===== config.mk =====
export PLATFORM = sky130hd
export DESIGN_NAME = sort_array_ctrl
export DESIGN_NICKNAME = d
export VERILOG_FILES = /design/src/rtl/sort_array_ctrl.sv
export SDC_FILE = /design/constraint.sdc
export NUM_CORES = 1
export LEC_CHECK = 0
export ABC_AREA = 1
export BUFFER_PORTS_ARGS = -buffer_cell sky130_fd_sc_hd__buf_2
export CORE_ASPECT_RATIO = 1.4
export CORE_MARGIN = 2
export CORE_UTILIZATION = 45
export DETAILED_ROUTE_END_ITERATION = 10
export PLACE_DENSITY = 0.8
export SYNTH_ARGS = -nofsm -noshare
export SYNTH_HDL_FRONTEND = slang
export SYNTH_SLANG_ARGS = --single-unit

===== constraint.sdc =====
create_clock -name clk -period 1.6 [get_ports clk]
set_input_delay 0.48 -clock clk [delete_from_list [all_inputs] [get_ports clk]]
set_output_delay 0.48 -clock clk [all_outputs]
set_load 0.01 [all_outputs]

===== src/rtl/sort_array_ctrl.sv =====
`default_nettype none
// ============================================================================
// Module  : sort_array_ctrl
// Purpose : Control sequencer for an external linear chain of N sort cells
//           (each cell keeps the smaller value and passes the larger one on).
//           It loads a batch of values into the chain, then shifts the chain
//           out so that the values leave in descending order.
// Revision: 1.0 - initial release
// ----------------------------------------------------------------------------
// Parameters
//   W : data width of each value and each cell
//   N : number of cells in the chain and maximum batch length (N >= 2)
// Ports
//   clk, rst_n         : clock (rising edge), synchronous active-low reset
//   in_valid/in_ready  : input stream handshake; in_data, in_last carry the beat
//   out_valid/out_ready: output stream handshake; out_data, out_last carry the
//                        beat (largest value first)
//   cell_en            : chain advances this cycle
//   cell_clr           : all cells load the all-ones empty sentinel
//   cell_shift         : 1 = plain shift toward the tail, 0 = compare/insert
//   cell_din           : value entering cell 0
//   cell_tail          : stored value of cell N-1
//   err_trunc          : 1-cycle pulse when a batch is cut at N beats
//   batch_cnt          : completed-batch counter
// Configuration
//   SORT_CTRL_STATS_EN : when defined, batch_cnt counts out_last handshakes
//                        (wrapping at 16 bits); otherwise it is tied to 0.
// ============================================================================
module sort_array_ctrl #(
  parameter int W = 8,
  parameter int N = 8
) (
  input  logic         clk,
  input  logic         rst_n,
  input  logic         in_valid,
  output logic         in_ready,
  input  logic [W-1:0] in_data,
  input  logic         in_last,
  output logic         out_valid,
  input  logic         out_ready,
  output logic [W-1:0] out_data,
  output logic         out_last,
  output logic         cell_en,
  output logic         cell_clr,
  output logic         cell_shift,
  output logic [W-1:0] cell_din,
  input  logic [W-1:0] cell_tail,
  output logic         err_trunc,
  output logic [15:0]  batch_cnt
);

  localparam int            CW     = $clog2(N + 1);
  localparam logic [CW-1:0] C_N    = CW'(N);
  localparam logic [CW-1:0] C_ONE  = CW'(1);
  localparam logic [W-1:0]  C_SENT = {W{1'b1}};

  typedef enum logic [1:0] {
    S_CLEAR = 2'd0,
    S_LOAD  = 2'd1,
    S_SKIP  = 2'd2,
    S_DRAIN = 2'd3
  } state_t;

  state_t        state_q;
  logic [CW-1:0] cnt_q;
  logic [CW-1:0] skip_q;

  logic [CW-1:0] cnt_inc;
  logic          in_fire;
  logic          out_fire;
  logic          batch_end;

  assign in_fire   = (state_q == S_LOAD) && in_valid;
  assign out_fire  = (state_q == S_DRAIN) && out_ready;
  assign cnt_inc   = cnt_q + C_ONE;
  // A batch ends on an explicit last beat or when the chain is full.
  assign batch_end = in_fire && (in_last || (cnt_inc == C_N));

  always_ff @(posedge clk) begin
    if (!rst_n) begin
      state_q <= S_CLEAR;
      cnt_q   <= '0;
      skip_q  <= '0;
    end else begin
      case (state_q)
        S_CLEAR: begin
          cnt_q   <= '0;
          state_q <= S_LOAD;
        end
        S_LOAD: begin
          if (in_fire) begin
            cnt_q <= cnt_inc;
            if (batch_end) begin
              // Sentinels parked at the tail must be shifted away before the
              // largest real value reaches cell_tail.
              skip_q  <= C_N - cnt_inc;
              state_q <= (cnt_inc == C_N) ? S_DRAIN : S_SKIP;
            end
          end
        end
        S_SKIP: begin
          skip_q <= skip_q - C_ONE;
          if (skip_q == C_ONE) begin
            state_q <= S_DRAIN;
          end
        end
        S_DRAIN: begin
          if (out_ready) begin
            cnt_q <= cnt_q - C_ONE;
            if (cnt_q == C_ONE) begin
              state_q <= S_CLEAR;
            end
          end
        end
        default: state_q <= S_CLEAR;
      endcase
    end
  end

  // Control outputs decode the state register; only cell_en, cell_din and
  // err_trunc are gated by the live handshake inputs.
  always_comb begin
    in_ready   = 1'b0;
    out_valid  = 1'b0;
    out_last   = 1'b0;
    cell_en    = 1'b0;
    cell_clr   = 1'b0;
    cell_shift = 1'b0;
    cell_din   = C_SENT;
    case (state_q)
      S_CLEAR: begin
        cell_clr = 1'b1;
      end
      S_LOAD: begin
        in_ready = 1'b1;
        cell_din = in_data;
        cell_en  = in_valid;
      end
      S_SKIP: begin
        cell_en    = 1'b1;
        cell_shift = 1'b1;
      end
      S_DRAIN: begin
        out_valid  = 1'b1;
        out_last   = (cnt_q == C_ONE);
        cell_shift = 1'b1;
        cell_en    = out_ready;
      end
      default: begin
        cell_clr = 1'b1;
      end
    endcase
  end

  // The tail is stable while the chain is not enabled, so out_data holds
  // automatically during output back-pressure.
  assign out_data  = cell_tail;
  assign err_trunc = in_fire && !in_last && (cnt_inc == C_N);

`ifdef SORT_CTRL_STATS_EN
  logic [15:0] batch_cnt_q;

  always_ff @(posedge clk) begin
    if (!rst_n) begin
      batch_cnt_q <= 16'h0000;
    end else if (out_fire && out_last) begin
      batch_cnt_q <= batch_cnt_q + 16'd1;
    end
  end

  assign batch_cnt = batch_cnt_q;
`else
  assign batch_cnt = 16'h0000;
`endif

endmodule
`default_nettype wire

==> impl_metrics.py <==
metrics = {
    "outcome": {
        "outcome": "finished, violations left",
        "violations": "setup timing",
    },
    "setup_path": {
        "critical-path-max-stage-delay_ns": 0.36,
        "r2r_end": "skip_q[3]$_SDFFE_PN0P_",
        "critPathKind": "reg2out",
        "slowest_stage": "dfxtp_4",
        "worst-endpoint-required_ns": 1.12,
        "r2r_start": "cnt_q[0]$_SDFFE_PN0P_",
        "crit_path_max_fanout": 5,
        "worstPathArrival_ns": 1.37,
        "cp-end-kind": "output port",
        "rr_worst_depth": 11,
        "r2r_slack_ns": 0.04,
        "path_cells": "buf_6, nand3_2, nand2_2, nand3_4, nor3_2, buf_2",
        "start_kind": "flip-flop",
    },
    "detailed_routing": {
        "met1_length_mm": 1.020,
        "drt_iter0_drc": 43,
        "dr_wl_met3_um": 164,
        "routedWlPerCell_um": 14.08,
        "drc_errors": 0,
        "wl_met2_mm": 1.824,
        "wirelength_mm": 3.126,
        "drtAntennaViolNets": 0,
        "viasPerCell": 5.207,
        "drtPass1Iterations": 4,
        "vias": 1156,
        "dr.max_layer_used": "met4",
    },
    "clock_network": {
        "clk_pin_slew_ns": 0.07,
        "cts.path.max_buffers": 2,
        "ctsRootBufferMaster": "clkbuf_4",
        "htreeDepth": 1,
        "cts_tree": "done",
        "cts_num_sinks": 10,
        "cts_made_buffers": 3,
        "clk_latency_ns": 0.28,
    },
    "placement": {
        "gp_congestion": 0.8358,
        "place_hpwl_mm": 1.904,
        "port_buffers": 27,
        "numPlacedInstances": 209,
        "placed_cell_area_um2": 1232,
    },
    "pwr": {
        "p_int_uw": 1412,
        "p_total_uw": 2617,
        "combPwrFrac": 0.727,
        "seqPwrFrac": 0.183,
        "switching_power_uw": 1205,
        "peakVddDrop_v": 0.0008526,
        "cellLeakagePower_uw": 0.0007393,
        "power.share.clock": 0.091,
        "p_sw_frac": 0.4605,
        "power-per-cell-area_nw_per_um2": 1692,
    },
    "cells_and_area": {
        "fillers": 185,
        "postLayoutCellArea_um2": 1546,
        "layout_commonest_cell": "nand2_1",
        "drive_above_1_share": 0.5176,
        "num_antenna_cells": 0,
        "fin_cells": 222,
        "layout_common_cells": "25 x nand2_1, 17 x buf_2, 16 x conb_1, 16 x buf_4, 15 x buf_6",
        "syn_to_final_growth_pct": 39.19,
        "nets": 230,
    },
    "global_route": {
        "grt_max_degree": 11,
        "grt_pass1_vias": 1010,
        "grt-ovfl-total": 0,
        "antenna_found_initial": 0,
        "track_usage": 0.1927,
        "grt_pass1_wl_mm": 4.174,
    },
    "synthesis": {
        "yosys_warnings": 0,
        "synth-edff-count": 0,
        "yosysUniqueCellTypes": 28,
        "synthArstFlopShare": 0,
        "postSynthCellCount": 159,
        "synth_area_um2": 1111,
        "synth-seq-cells": 10,
        "synth_area_per_cell_um2": 6.988,
        "synth_ff_type": "dfxtp_1",
        "ys_seq_area_frac": 0.1802,
    },
    "sta": {
        "rsz0062_at_grt": "true",
        "finalSetupViolCount": 14,
        "fin_crit_sh": 1.158,
        "hold_ws_ns": 0.4724,
        "period_minus_slack_ns": 1.852,
        "finalHoldViolations": 0,
        "fmax_mhz": 539.9,
        "fin_ws_ns": -0.2522,
        "finClkSkew_ns": 0.001551,
        "drv_slew": 0,
    },
    "min_path": {
        "min_path_type": "in2reg",
        "holdPathStages": 3,
        "worstHoldStart": "rst_n",
        "holdPathEnd": "state_q[0]$_SDFFE_PN0P_",
    },
    "die": {
        "core_um2": 2365,
        "fp.dieH_um": 62.80,
        "io_pins": 60,
        "die-area_um2": 2888,
        "rows": 21,
        "start_util": 0.4698,
        "fp.dieW_um": 46.00,
    },
    "run": {
        "cap_violations": 0,
    },
}
[final cells by class]
cell class / instances / area, um^2 / area share
Clock buffer: 4 / 36.28 / 0.02346
Inverter: 15 / 61.31 / 0.03964
Multi-Input combinational cell: 122 / 828.3 / 0.5356
Sequential cell: 10 / 217.7 / 0.1408
Tap cell: 23 / 28.78 / 0.01861
Timing Repair Buffer: 48 / 374.1 / 0.2419
[state kept, by name (all words and copies together), names as in the netlist]
register and count:
cnt_q 4, skip_q 4, state_q 2
[worst max-delay path by stage]
stage                       startpoint     endpoint  slack (ns)
2_1_floorplan  state_q[0]$_SDFFE_PN0P_      cell_en       0.009
3_3_place_gp   state_q[0]$_SDFFE_PN0P_      cell_en        0.05
3_5_place_dp   state_q[1]$_SDFFE_PN0P_  cell_din[6]        0.02
4_1_cts        state_q[0]$_SDFFE_PN0P_      cell_en       -0.22
5_1_grt          cnt_q[0]$_SDFFE_PN0P_    err_trunc       -0.32
6_report         cnt_q[0]$_SDFFE_PN0P_    err_trunc       -0.25
[synth_stat cells (all sizes together) (3+ instances only)]
cell   count  area (um^2)
a21oi      8        40.04
buf       26        202.7
dfxtp     10        200.2
ha         9        112.6
inv       15        56.31
nand2     31        128.9
nand3      6        77.57
nand4      4        25.02
nor2      18        70.07
nor3       3        15.01
o21ai      9        45.04
or2       11        71.32
xnor2      3        26.28
[critical path: cells and delay by family (launching register included)]
family        cells  cell delay [ns]
simple gates      4             0.43
flops             1             0.36
buf+inv           2             0.30
[what timing repair did]
item | in CTS | in global routing
hold buffers | 0 | 0
gates resized for setup | 24 | 36
buffers inserted | 6 | 5
pin swaps | 3 | 6
setup endpoints to repair | 14 | 19
[metrics by stage]
| step | TNS, ns | setup slack [ns] | util |
|---|---|---|---|
| 2_1_floorplan | 0 | 0.009067 | - |
| 3_3_place_gp | 0 | 0.04803 | 0.5212 |
| 3_5_place_dp | 0 | 0.02452 | 0.5212 |
| 4_1_cts | -2.087 | -0.2195 | 0.5910 |
| 5_1_grt | -2.922 | -0.3231 | 0.6540 |
| 6_report | -2.310 | -0.2522 | 0.6540 |
[per-layer routing]
layer  global-route usage  up-vias
met5                    0        -
met4               0.1214        0
met3              0.02890       11
met2               0.3542       52
met1               0.1791      546
li1                     -      547
[power by group through the flow]
stage	Clock [uW]	Combinational [uW]	Sequential, uW
2_1_floorplan	0	1030	439
3_5_place_dp	0	1400	419
3_3_place_gp	0	1370	416
5_1_grt	258	2070	493
4_1_cts	243	1600	444
6_report	238	1900	478
[cell families after synthesis]
group / after synthesis / share of synthesized area
mux: 1 / 0.009009
fa+ha+maj: 9 / 0.1014
flops: 10 / 0.1802
simple gates: 73 / 0.3491
other cells: 1 / 0.003375
compound gates: 20 / 0.09685
xor+xnor: 3 / 0.02365
buf+inv: 42 / 0.2365
Note: power is estimated with default switching activity, not from simulation.
